**config.mk**
```make
export PLATFORM = sky130hd
export DESIGN_NAME = mem_arbiter_flat
export DESIGN_NICKNAME = d
export VERILOG_FILES = /design/src/rtl/mem_arb_pkg.sv /design/src/rtl/mem_arb_if.sv /design/src/rtl/mem_arb_pick.sv /design/src/rtl/mem_arbiter.sv /design/src/flat_wrapper.sv
export SDC_FILE = /design/constraint.sdc
export NUM_CORES = 1
export LEC_CHECK = 0
export CAP_MARGIN = 20
export CORE_AREA = 2 2 105 107
export CTS_CLUSTER_DIAMETER = 40
export DETAILED_ROUTE_END_ITERATION = 8
export DIE_AREA = 0 0 107 109
export DONT_BUFFER_PORTS = 1
export HOLD_SLACK_MARGIN = 0.15
export SLEW_MARGIN = 20
export SYNTH_ARGS = -nofsm -noshare
export SYNTH_HDL_FRONTEND = slang
export SYNTH_SLANG_ARGS = --single-unit
```
**constraint.sdc**
```tcl
create_clock -name clk -period 2.82 [get_ports clk]
set_input_delay 0.141 -clock clk [delete_from_list [all_inputs] [get_ports clk]]
set_output_delay 0.141 -clock clk [all_outputs]
set_load 0.005 [all_outputs]
```
**src/rtl/mem_arb_pkg.sv**
```systemverilog
// mem_arb_pkg: shared types and constants for the two-port memory arbiter.
//   arb_state_t  FSM state encoding (IDLE, BUSY, RESP)
//   PORT_FETCH   requester index of the fetch unit (0)
//   PORT_EXE     requester index of the exe MMU (1)
//   CNT_W        width of the BUSY-cycle timeout counter
package mem_arb_pkg;

   typedef enum logic [1:0] {
      IDLE = 2'd0,
      BUSY = 2'd1,
      RESP = 2'd2
   } arb_state_t;

   localparam logic PORT_FETCH = 1'b0;
   localparam logic PORT_EXE   = 1'b1;
   localparam int   CNT_W      = 8;

endpackage

```
**src/rtl/mem_arb_if.sv**
```systemverilog
// mem_arb_if: bundle of requester and memory-port signals around the arbiter.
//   Requester side : req_valid_x, addr_x, we_x, wrt_data_x (in), grant_x,
//                    data_valid_x, rd_data, err (out)
//   Memory side    : mem_req, mem_addr, mem_we, mem_wrt_data (out),
//                    mem_ack, mem_rd_data (in)
//   modport slave  : the arbiter
//   modport master : the requesters plus the memory (environment side)
interface mem_arb_if #(
   parameter int ADDR_W = 32,
   parameter int DATA_W = 32
);
   logic              req_valid_0, req_valid_1;
   logic [ADDR_W-1:0] addr_0, addr_1;
   logic              we_0, we_1;
   logic [DATA_W-1:0] wrt_data_0, wrt_data_1;
   logic              grant_0, grant_1;
   logic              data_valid_0, data_valid_1;
   logic [DATA_W-1:0] rd_data;
   logic              err;
   logic              mem_req;
   logic [ADDR_W-1:0] mem_addr;
   logic              mem_we;
   logic [DATA_W-1:0] mem_wrt_data;
   logic              mem_ack;
   logic [DATA_W-1:0] mem_rd_data;

   modport slave (
      input  req_valid_0, req_valid_1, addr_0, addr_1, we_0, we_1,
             wrt_data_0, wrt_data_1, mem_ack, mem_rd_data,
      output grant_0, grant_1, data_valid_0, data_valid_1, rd_data, err,
             mem_req, mem_addr, mem_we, mem_wrt_data
   );

   modport master (
      output req_valid_0, req_valid_1, addr_0, addr_1, we_0, we_1,
             wrt_data_0, wrt_data_1, mem_ack, mem_rd_data,
      input  grant_0, grant_1, data_valid_0, data_valid_1, rd_data, err,
             mem_req, mem_addr, mem_we, mem_wrt_data
   );
endinterface

```
**src/rtl/mem_arb_pick.sv**
```systemverilog
// mem_arb_pick: owner selection for the two-port arbiter.
//   req_0/req_1 in  : pending requests (fetch / exe)
//   owner       out : winning port, valid whenever a request is pending
// Build option MEM_ARB_ROUND_ROBIN_EN: ties go to the port that did not win
// last time (last_owner flop, reset to PORT_EXE); clk, reset and take exist
// only in that build. Without it port 1 (exe) always wins ties.
module mem_arb_pick
   import mem_arb_pkg::*;
(
`ifdef MEM_ARB_ROUND_ROBIN_EN
   input  logic clk,
   input  logic reset,
   input  logic take,     // IDLE->BUSY this cycle: commit owner as last_owner
`endif
   input  logic req_0,
   input  logic req_1,
   output logic owner
);

`ifdef MEM_ARB_ROUND_ROBIN_EN
   logic last_owner;

   always_ff @(posedge clk) begin
      if (reset)     last_owner <= PORT_EXE;
      else if (take) last_owner <= owner;
   end

   always_comb begin
      owner = PORT_EXE;
      if (req_0 && req_1) owner = ~last_owner;
      else if (req_0)     owner = PORT_FETCH;
   end
`else
   always_comb begin
      owner = req_1 ? PORT_EXE : PORT_FETCH;
   end
`endif

endmodule

```
**src/rtl/mem_arbiter.sv**
```systemverilog
// mem_arbiter: arbitrates fetch (port 0) and exe MMU (port 1) onto a single
// memory port. One transaction at a time: IDLE -> BUSY -> RESP -> IDLE.
//   clk, reset : clock, synchronous active-high reset
//   bus        : mem_arb_if.slave (requests, grants, completions, memory port)
// Parameters: ADDR_W, DATA_W, TIMEOUT (BUSY cycles allowed before err, 1..255).
// Build option MEM_ARB_ROUND_ROBIN_EN selects round-robin tie breaking
// (see mem_arb_pick). All outputs are registered.
module mem_arbiter
   import mem_arb_pkg::*;
#(
   parameter int ADDR_W  = 32,
   parameter int DATA_W  = 32,
   parameter int TIMEOUT = 255
) (
   input  logic     clk,
   input  logic     reset,
   mem_arb_if.slave bus
);

   arb_state_t        state, state_nxt;
   logic [CNT_W-1:0]  cnt, cnt_nxt;
   logic              owner_q, owner_nxt, pick;
   logic [1:0]        grant_q, grant_nxt, dv_q, dv_nxt;
   logic              err_q, err_nxt;
   logic              mem_req_q, mem_req_nxt, mem_we_q, mem_we_nxt;
   logic [ADDR_W-1:0] mem_addr_q, mem_addr_nxt;
   logic [DATA_W-1:0] mem_wd_q, mem_wd_nxt, rd_q, rd_nxt;
   logic              any_req, take, timeout;

   assign any_req = bus.req_valid_0 | bus.req_valid_1;
   assign take    = (state == IDLE) && any_req;
   // cnt counts completed BUSY cycles, so this is the last allowed one
   assign timeout = (cnt == CNT_W'(TIMEOUT - 1));

   mem_arb_pick u_pick (
`ifdef MEM_ARB_ROUND_ROBIN_EN
      .clk   (clk),
      .reset (reset),
      .take  (take),
`endif
      .req_0 (bus.req_valid_0),
      .req_1 (bus.req_valid_1),
      .owner (pick)
   );

   // state and output registers
   always_ff @(posedge clk) begin
      if (reset) begin
         state      <= IDLE;
         cnt        <= '0;
         owner_q    <= PORT_FETCH;
         grant_q    <= '0;
         dv_q       <= '0;
         err_q      <= 1'b0;
         mem_req_q  <= 1'b0;
         mem_we_q   <= 1'b0;
         mem_addr_q <= {ADDR_W{1'b0}};
         mem_wd_q   <= {DATA_W{1'b0}};
         rd_q       <= {DATA_W{1'b0}};
      end else begin
         state      <= state_nxt;
         cnt        <= cnt_nxt;
         owner_q    <= owner_nxt;
         grant_q    <= grant_nxt;
         dv_q       <= dv_nxt;
         err_q      <= err_nxt;
         mem_req_q  <= mem_req_nxt;
         mem_we_q   <= mem_we_nxt;
         mem_addr_q <= mem_addr_nxt;
         mem_wd_q   <= mem_wd_nxt;
         rd_q       <= rd_nxt;
      end
   end

   // next state; mem_ack is only looked at in BUSY, and beats timeout there
   always_comb begin
      state_nxt = state;
      case (state)
         IDLE:    if (any_req) state_nxt = BUSY;
         BUSY:    if (bus.mem_ack || timeout) state_nxt = RESP;
         RESP:    state_nxt = IDLE;
         default: state_nxt = IDLE;
      endcase
   end

   // next values of the registered outputs; pulses default low, the latched
   // request fields and rd_data hold between transactions
   always_comb begin
      cnt_nxt      = cnt;
      owner_nxt    = owner_q;
      grant_nxt    = '0;
      dv_nxt       = '0;
      err_nxt      = 1'b0;
      mem_req_nxt  = 1'b0;
      mem_we_nxt   = mem_we_q;
      mem_addr_nxt = mem_addr_q;
      mem_wd_nxt   = mem_wd_q;
      rd_nxt       = rd_q;
      case (state)
         IDLE: if (take) begin
            owner_nxt       = pick;
            grant_nxt[pick] = 1'b1;
            mem_req_nxt     = 1'b1;
            cnt_nxt         = '0;
            mem_addr_nxt    = pick ? bus.addr_1     : bus.addr_0;
            mem_we_nxt      = pick ? bus.we_1       : bus.we_0;
            mem_wd_nxt      = pick ? bus.wrt_data_1 : bus.wrt_data_0;
         end
         BUSY: begin
            if (bus.mem_ack) begin
               dv_nxt[owner_q] = 1'b1;
               rd_nxt          = mem_we_q ? {DATA_W{1'b0}} : bus.mem_rd_data;
            end else if (timeout) begin
               dv_nxt[owner_q] = 1'b1;
               err_nxt         = 1'b1;
               rd_nxt          = {DATA_W{1'b0}};
            end else begin
               mem_req_nxt = 1'b1;
               cnt_nxt     = cnt + CNT_W'(1);
            end
         end
         default: ;
      endcase
   end

   assign bus.grant_0      = grant_q[0];
   assign bus.grant_1      = grant_q[1];
   assign bus.data_valid_0 = dv_q[0];
   assign bus.data_valid_1 = dv_q[1];
   assign bus.err          = err_q;
   assign bus.rd_data      = rd_q;
   assign bus.mem_req      = mem_req_q;
   assign bus.mem_we       = mem_we_q;
   assign bus.mem_addr     = mem_addr_q;
   assign bus.mem_wrt_data = mem_wd_q;

endmodule

```
**src/flat_wrapper.sv**
```systemverilog
// flat-port wrapper written by rule: the top's interface ports become plain ports
module mem_arbiter_flat import mem_arb_pkg::*;
#(
   parameter int ADDR_W  = 32,
   parameter int DATA_W  = 32,
   parameter int TIMEOUT = 255
)
  (clk, reset, bus_req_valid_0, bus_req_valid_1, bus_addr_0, bus_addr_1, bus_we_0, bus_we_1, bus_wrt_data_0, bus_wrt_data_1, bus_mem_ack, bus_mem_rd_data, bus_grant_0, bus_grant_1, bus_data_valid_0, bus_data_valid_1, bus_rd_data, bus_err, bus_mem_req, bus_mem_addr, bus_mem_we, bus_mem_wrt_data);
  mem_arb_if #(.ADDR_W(ADDR_W), .DATA_W(DATA_W)) bus_i ();
  input  logic clk;
  input  logic reset;
  input wire logic [$bits(bus_i.req_valid_0)-1:0] bus_req_valid_0;
  input wire logic [$bits(bus_i.req_valid_1)-1:0] bus_req_valid_1;
  input wire logic [$bits(bus_i.addr_0)-1:0] bus_addr_0;
  input wire logic [$bits(bus_i.addr_1)-1:0] bus_addr_1;
  input wire logic [$bits(bus_i.we_0)-1:0] bus_we_0;
  input wire logic [$bits(bus_i.we_1)-1:0] bus_we_1;
  input wire logic [$bits(bus_i.wrt_data_0)-1:0] bus_wrt_data_0;
  input wire logic [$bits(bus_i.wrt_data_1)-1:0] bus_wrt_data_1;
  input wire logic [$bits(bus_i.mem_ack)-1:0] bus_mem_ack;
  input wire logic [$bits(bus_i.mem_rd_data)-1:0] bus_mem_rd_data;
  output wire logic [$bits(bus_i.grant_0)-1:0] bus_grant_0;
  output wire logic [$bits(bus_i.grant_1)-1:0] bus_grant_1;
  output wire logic [$bits(bus_i.data_valid_0)-1:0] bus_data_valid_0;
  output wire logic [$bits(bus_i.data_valid_1)-1:0] bus_data_valid_1;
  output wire logic [$bits(bus_i.rd_data)-1:0] bus_rd_data;
  output wire logic [$bits(bus_i.err)-1:0] bus_err;
  output wire logic [$bits(bus_i.mem_req)-1:0] bus_mem_req;
  output wire logic [$bits(bus_i.mem_addr)-1:0] bus_mem_addr;
  output wire logic [$bits(bus_i.mem_we)-1:0] bus_mem_we;
  output wire logic [$bits(bus_i.mem_wrt_data)-1:0] bus_mem_wrt_data;
  assign bus_i.req_valid_0 = bus_req_valid_0;
  assign bus_i.req_valid_1 = bus_req_valid_1;
  assign bus_i.addr_0 = bus_addr_0;
  assign bus_i.addr_1 = bus_addr_1;
  assign bus_i.we_0 = bus_we_0;
  assign bus_i.we_1 = bus_we_1;
  assign bus_i.wrt_data_0 = bus_wrt_data_0;
  assign bus_i.wrt_data_1 = bus_wrt_data_1;
  assign bus_i.mem_ack = bus_mem_ack;
  assign bus_i.mem_rd_data = bus_mem_rd_data;
  assign bus_grant_0 = bus_i.grant_0;
  assign bus_grant_1 = bus_i.grant_1;
  assign bus_data_valid_0 = bus_i.data_valid_0;
  assign bus_data_valid_1 = bus_i.data_valid_1;
  assign bus_rd_data = bus_i.rd_data;
  assign bus_err = bus_i.err;
  assign bus_mem_req = bus_i.mem_req;
  assign bus_mem_addr = bus_i.mem_addr;
  assign bus_mem_we = bus_i.mem_we;
  assign bus_mem_wrt_data = bus_i.mem_wrt_data;
  mem_arbiter #(.ADDR_W(ADDR_W), .DATA_W(DATA_W), .TIMEOUT(TIMEOUT)) u_core (.clk(clk), .reset(reset), .bus(bus_i));
endmodule
```
==> summary.md, run 1 <==
| Metric | Value |
|---|---|
| CTS H-tree lvls | `4` |
| DP Wirelength | `8220 µm` |
| Avg Inst Size Synth | `9.30 µm²` |
| Total CTS buffers | `17` |
| CTS Sinks | `~110` |
| Cells after Synth | `~510` |
| Post-CTS Hold Fix Bufs | `130` |
| Post-CTS setup buffers | `0` |
| Chip height | `~110 µm` |
| DP Worst Slack | `1.06 ns` |
| Initial Utilization | `45.0%` |
| Placed cell count | `610` |
| Status | `aborted with a tool error` |
| Root Driver | `clkbuf_8` |
| Post_cts resized | `0` |
| Die W | `107 µm` |
| Log Error | `[ERROR RSZ-0060] Max buffer count reached.` |
| Routability-driven placement congestion ratio | `0.796` |
| Top Ports | `270` |
| Cell Area, Synth | `4770 µm²` |
| Port-buffer cells | `0` |
| Clk buf depth | `2` |
| Synth Net Count | `slightly below 700` |
| Failed at | `4_1_cts` |
| Yosys warnings | `0` |
| Std cell rows | `38` |
| Sequential fraction of the synthesis area | `roughly 48%` |
| Yosys reg bits | `114` |
| Yosys cell types | `38` |
==> cell families after synthesis <==
family | Yosys count | share of synthesized area [%]
buffers and inverters | 48 | 5.48
DFF | 114 | 47.8
muxes | 65 | 13.6
and+or+nand+nor | 134 | 12.6
AOI/OAI and AO/OA | 150 | 19.9
adders and majority gates | 2 | 0.524
==> through the flow <==
step                util [%]  cell area (µm²)  hold WS (ns)
floorplan                  -             4770         0.277
global placement        44.7             4740         0.219
detailed placement      44.7             4740         0.218
==> cell usage after synthesis, drive strengths merged <==
library cell	count	share of area (%)
or2	2	0.26
inv	1	0.079
nor2	66	5.2
nand3	10	1.0
mux2i	65	14
a21oi	40	4.2
o31ai	1	0.16
nor3b	3	0.81
or3	2	0.26
and3	1	0.13
o31a	1	0.18
a211oi	65	10
o21ba	1	0.21
nand4	1	0.26
o21ai	35	3.7
nor2b	1	0.29
a31oi	3	0.39
o211ai	2	0.31
a311oi	1	0.31
o21a	1	0.16
dfxtp	114	48
nor4	2	0.26
or4	2	0.31
ha	2	0.52
nor3	3	0.42
buf	26	3.7
nand2b	2	0.26
and2	1	0.13
nand2	38	3.0
clkbuf	21	1.7
==> inputs of run 2 (changes only) <==
--- a/config.mk
+++ b/config.mk
@@ -6,12 +6,11 @@
 export NUM_CORES = 1
 export LEC_CHECK = 0
 export CAP_MARGIN = 20
-export CORE_AREA = 2 2 105 107
-export CTS_CLUSTER_DIAMETER = 40
+export CORE_MARGIN = 2
+export CORE_UTILIZATION = 40
 export DETAILED_ROUTE_END_ITERATION = 8
-export DIE_AREA = 0 0 107 109
 export DONT_BUFFER_PORTS = 1
-export HOLD_SLACK_MARGIN = 0.15
+export PLACE_DENSITY_LB_ADDON = 0.15
 export SLEW_MARGIN = 20
 export SYNTH_ARGS = -nofsm -noshare
 export SYNTH_HDL_FRONTEND = slang
==> run 2 against run 1 <==
The flow now finishes, with violations (design-rule violations). Synthesized cell count is the same. Synthesized area is the same.
==> summary.md, run 2 <==
| Metric | Value |
|---|---|
| Port-buffer cells | `0 (unchanged)` |
| Status | `finished with violations (was aborted with a tool error)` |
| Largest net degree at the start of global routing | `115` |
| EDFF count, synth | `0 (unchanged)` |
| Final Slew Violations | `0` |
| Vias in the first global route | `roughly 4300` |
| Yosys reg bits | `114 (unchanged)` |
| Min-delay worst type | `input pin to register` |
| Tcrit/Tclk final | `83.4%` |
| Synth Net Count | `682 (unchanged)` |
| Total CTS buffers | `17 (unchanged)` |
| Wire per inst | `between 15 and 20 µm` |
| Clock Power Share | `47.5%` |
| Most frequent cells in the layout | `dlygate4sd3_1, dfxtp_1, nor2_1` |
| Antenna violations before repair | `0` |
| Cell taking the most area after synthesis | `dfxtp_1 (unchanged)` |
| Clock Skew | `0.00652 ns` |
| Top Ports | `270 (unchanged)` |
| CTS tree | `built` |
| Largest cells by area after synthesis | `dfxtp_1, mux2i_1, a211oi_1, nor2_1, a21oi_1 (unchanged)` |
| Max-cap violations | `0` |
| Via/cell ratio | `5.42` |
| Yosys cell types | `38 (unchanged)` |
| Psw | `roughly 1.1 mW` |
| 1st-iter DRT viols | `245` |
| Clk buf depth | `2 (unchanged)` |
| Failing checks | `design-rule violations` |
| CTS H-tree lvls | `4 (unchanged)` |
| Die W | `113 µm (was 107 µm)` |
| Setup_tns | `0 ns` |
| Commonest non-fill, non-tap cell in the layout | `dlygate4sd3_1` |
| Sequential fraction of the synthesis area | `47.8% (unchanged)` |
| Yosys top cell area share | `47.8% (unchanged)` |
| Crit path launch type | `register` |
| Area growth syn-to-layout | `40.3%` |
| Core Region | `~12000 µm²` |
| Layout cell share with drive strength beyond 1 | `7.11%` |
| DP Wirelength | `8670 µm (was 8220 µm)` |
| Most frequent cells after synthesis | `dfxtp_1, nor2_1, a211oi_1, mux2i_1, a21oi_1 (unchanged)` |
| CTS Sinks | `114 (unchanged)` |
| Worst slew pin tran | `0.866 ns` |
| Std cell rows | `39 (was 38)` |
| Root Driver | `clkbuf_16 (was clkbuf_8)` |
| Routability-driven placement congestion ratio | `0.723 (was 0.796)` |
| Chip height | `113 µm (was 109 µm)` |
| Flop pwr share | `approximately 40%` |
| Global Route Usage Sum | `22.0%` |
| Routed wire length | `14500 µm` |
| Final Hold Fails | `0` |
| Fin worst setup slack | `around 0.47 ns` |
| VDD IR max | `0.000392 V` |
| Cell Area, Synth | `4770 µm² (unchanged)` |
| Crit. End Element | `register` |
| Avg Inst Size Synth | `9.30 µm² (unchanged)` |
| CP max FO | `34` |
| Clk Latency, worst-skew pair | `0.40 ns` |
| Pleak | `2.60 nW` |
| WP data required | `around 3.2 ns` |
| DP Worst Slack | `0.979 ns (was 1.06 ns)` |
| Slew margin rel. | `41.9%` |
| Synth Flop Type | `dfxtp_1 (unchanged)` |
| Count leader, synth | `dfxtp_1 (unchanged)` |
| # setup viols final | `0` |
| Unrepaired setup endpoints after global routing | `no` |
| Post_cts resized | `0 (unchanged)` |
| First-pass GRT wire length | `~22000 µm` |
| Sw frac | `between 20 and 25%` |
| Fin crit period | `about 2.4 ns` |
| Ant diodes | `0` |
| Setup Crit Path Kind | `register to register` |
| Final nets | `around 790` |
| Final ANT Viol Nets | `0` |
| Post-CTS setup buffers | `0 (unchanged)` |
| Internal Power | `approximately 3.5 mW` |
| DR pass1 iterations | `6` |
| PD cells | `697 nW/µm²` |
| Area of the die | `12800 µm²` |
| Clock-pin slew on the worst setup and hold paths | `approximately 0.05 ns` |
| Grt ovf | `0` |
| Async set-reset flop share out of synthesis | `0% (unchanged)` |
| Yosys warnings | `0 (unchanged)` |
| Residual DRC count | `14` |
| WP data arrival | `2.69 ns` |
| Cells after Synth | `513 (unchanged)` |
| Via count | `4207` |
| Power share of the combinational group | `12.5%` |
| Initial Utilization | `41.4% (was 45.0%)` |
| FMAX | `425 MHz` |
| Post-CTS Hold Fix Bufs | `126 (was 130)` |
==> run 2: cell counts after synthesis <==
No cell type changed its count.
==> run 2: cells by family (layout without fill, tap and decap cells) <==
family / count (synthesis) / count (layout) / synth area share [%]
compound gates: 150 / 150 / 19.9
flops: 114 / 114 / 47.8
simple gates: 134 / 134 / 12.6
fa+ha+maj: 2 / 2 / 0.524
mux: 65 / 65 / 13.6
buf+inv: 48 / 168 / 5.48
==> run 2: metal layers <==
metal | vias to the layer above | global-route usage (%) | share of wire [%]
met3 | 12 | 8.73 | 8.5
met5 | - | 0 | 0
met4 | 0 | 9.27 | 1.3
met1 | 1964 | 23.2 | 39
li1 | 2057 | - | -
met2 | 174 | 39.0 | 51
==> run 2: power groups by stage <==
stage          Sequential [mW]  Combinational [mW]  Clock (mW)
2_1_floorplan             1.86               0.370           0
3_3_place_gp              1.90               0.353           0
3_5_place_dp              1.90               0.370           0
4_1_cts                   1.87               0.570        2.26
5_1_grt                   1.89               0.648        2.33
6_report                  1.87               0.583        2.22
==> run 2: final timing paths <==
check	startpoint	endpoint	slack (ns)	cells after the start
setup / recovery	u_core.cnt[0]	u_core.bus.rd_data[10]	0.47	7
hold / removal	bus_wrt_data_1[12]	u_core.bus.mem_wrt_data[12]	0.004	2
setup reg to reg	u_core.cnt[0]	u_core.bus.rd_data[10]	0.47	7
hold reg to reg	u_core.owner_q	u_core.dv_q[0]	0.45	1
==> run 2: stage by stage <==
step	hold slack [ns]	instance area (µm²)	power, mW	utilization (%)	std cells
global placement	0.220	4750	2.26	41.3	614
floorplan	0.277	4770	2.23	-	513
finish	0.00447	6700	4.67	58.1	776
CTS	0.000711	6660	4.70	57.8	772
global route	-0.00355	6700	4.87	58.1	776
detailed placement	0.224	4750	2.27	41.3	614
==> run 2: worst max-delay path, cell delays in order (launching register included) <==
cell and delay [ns]:
dfxtp_1 0.38, inv_1 0.09, ha_1 0.21, nand3_1 0.15
o21ba_2 0.55, o21ai_0 0.18, a21oi_1 0.17, dlygate4sd3_1 0.56
==> run 2: layout make-up <==
type	count	area, µm²
flip-flops and latches	114	2280
multi-input cells	351	2240
fillers	970	4820
repair buffers	135	1380
well taps	143	179
clock inverters	8	125
inverters	1	3.75
clock buffers	24	492
(Power assumes the default switching activity.)
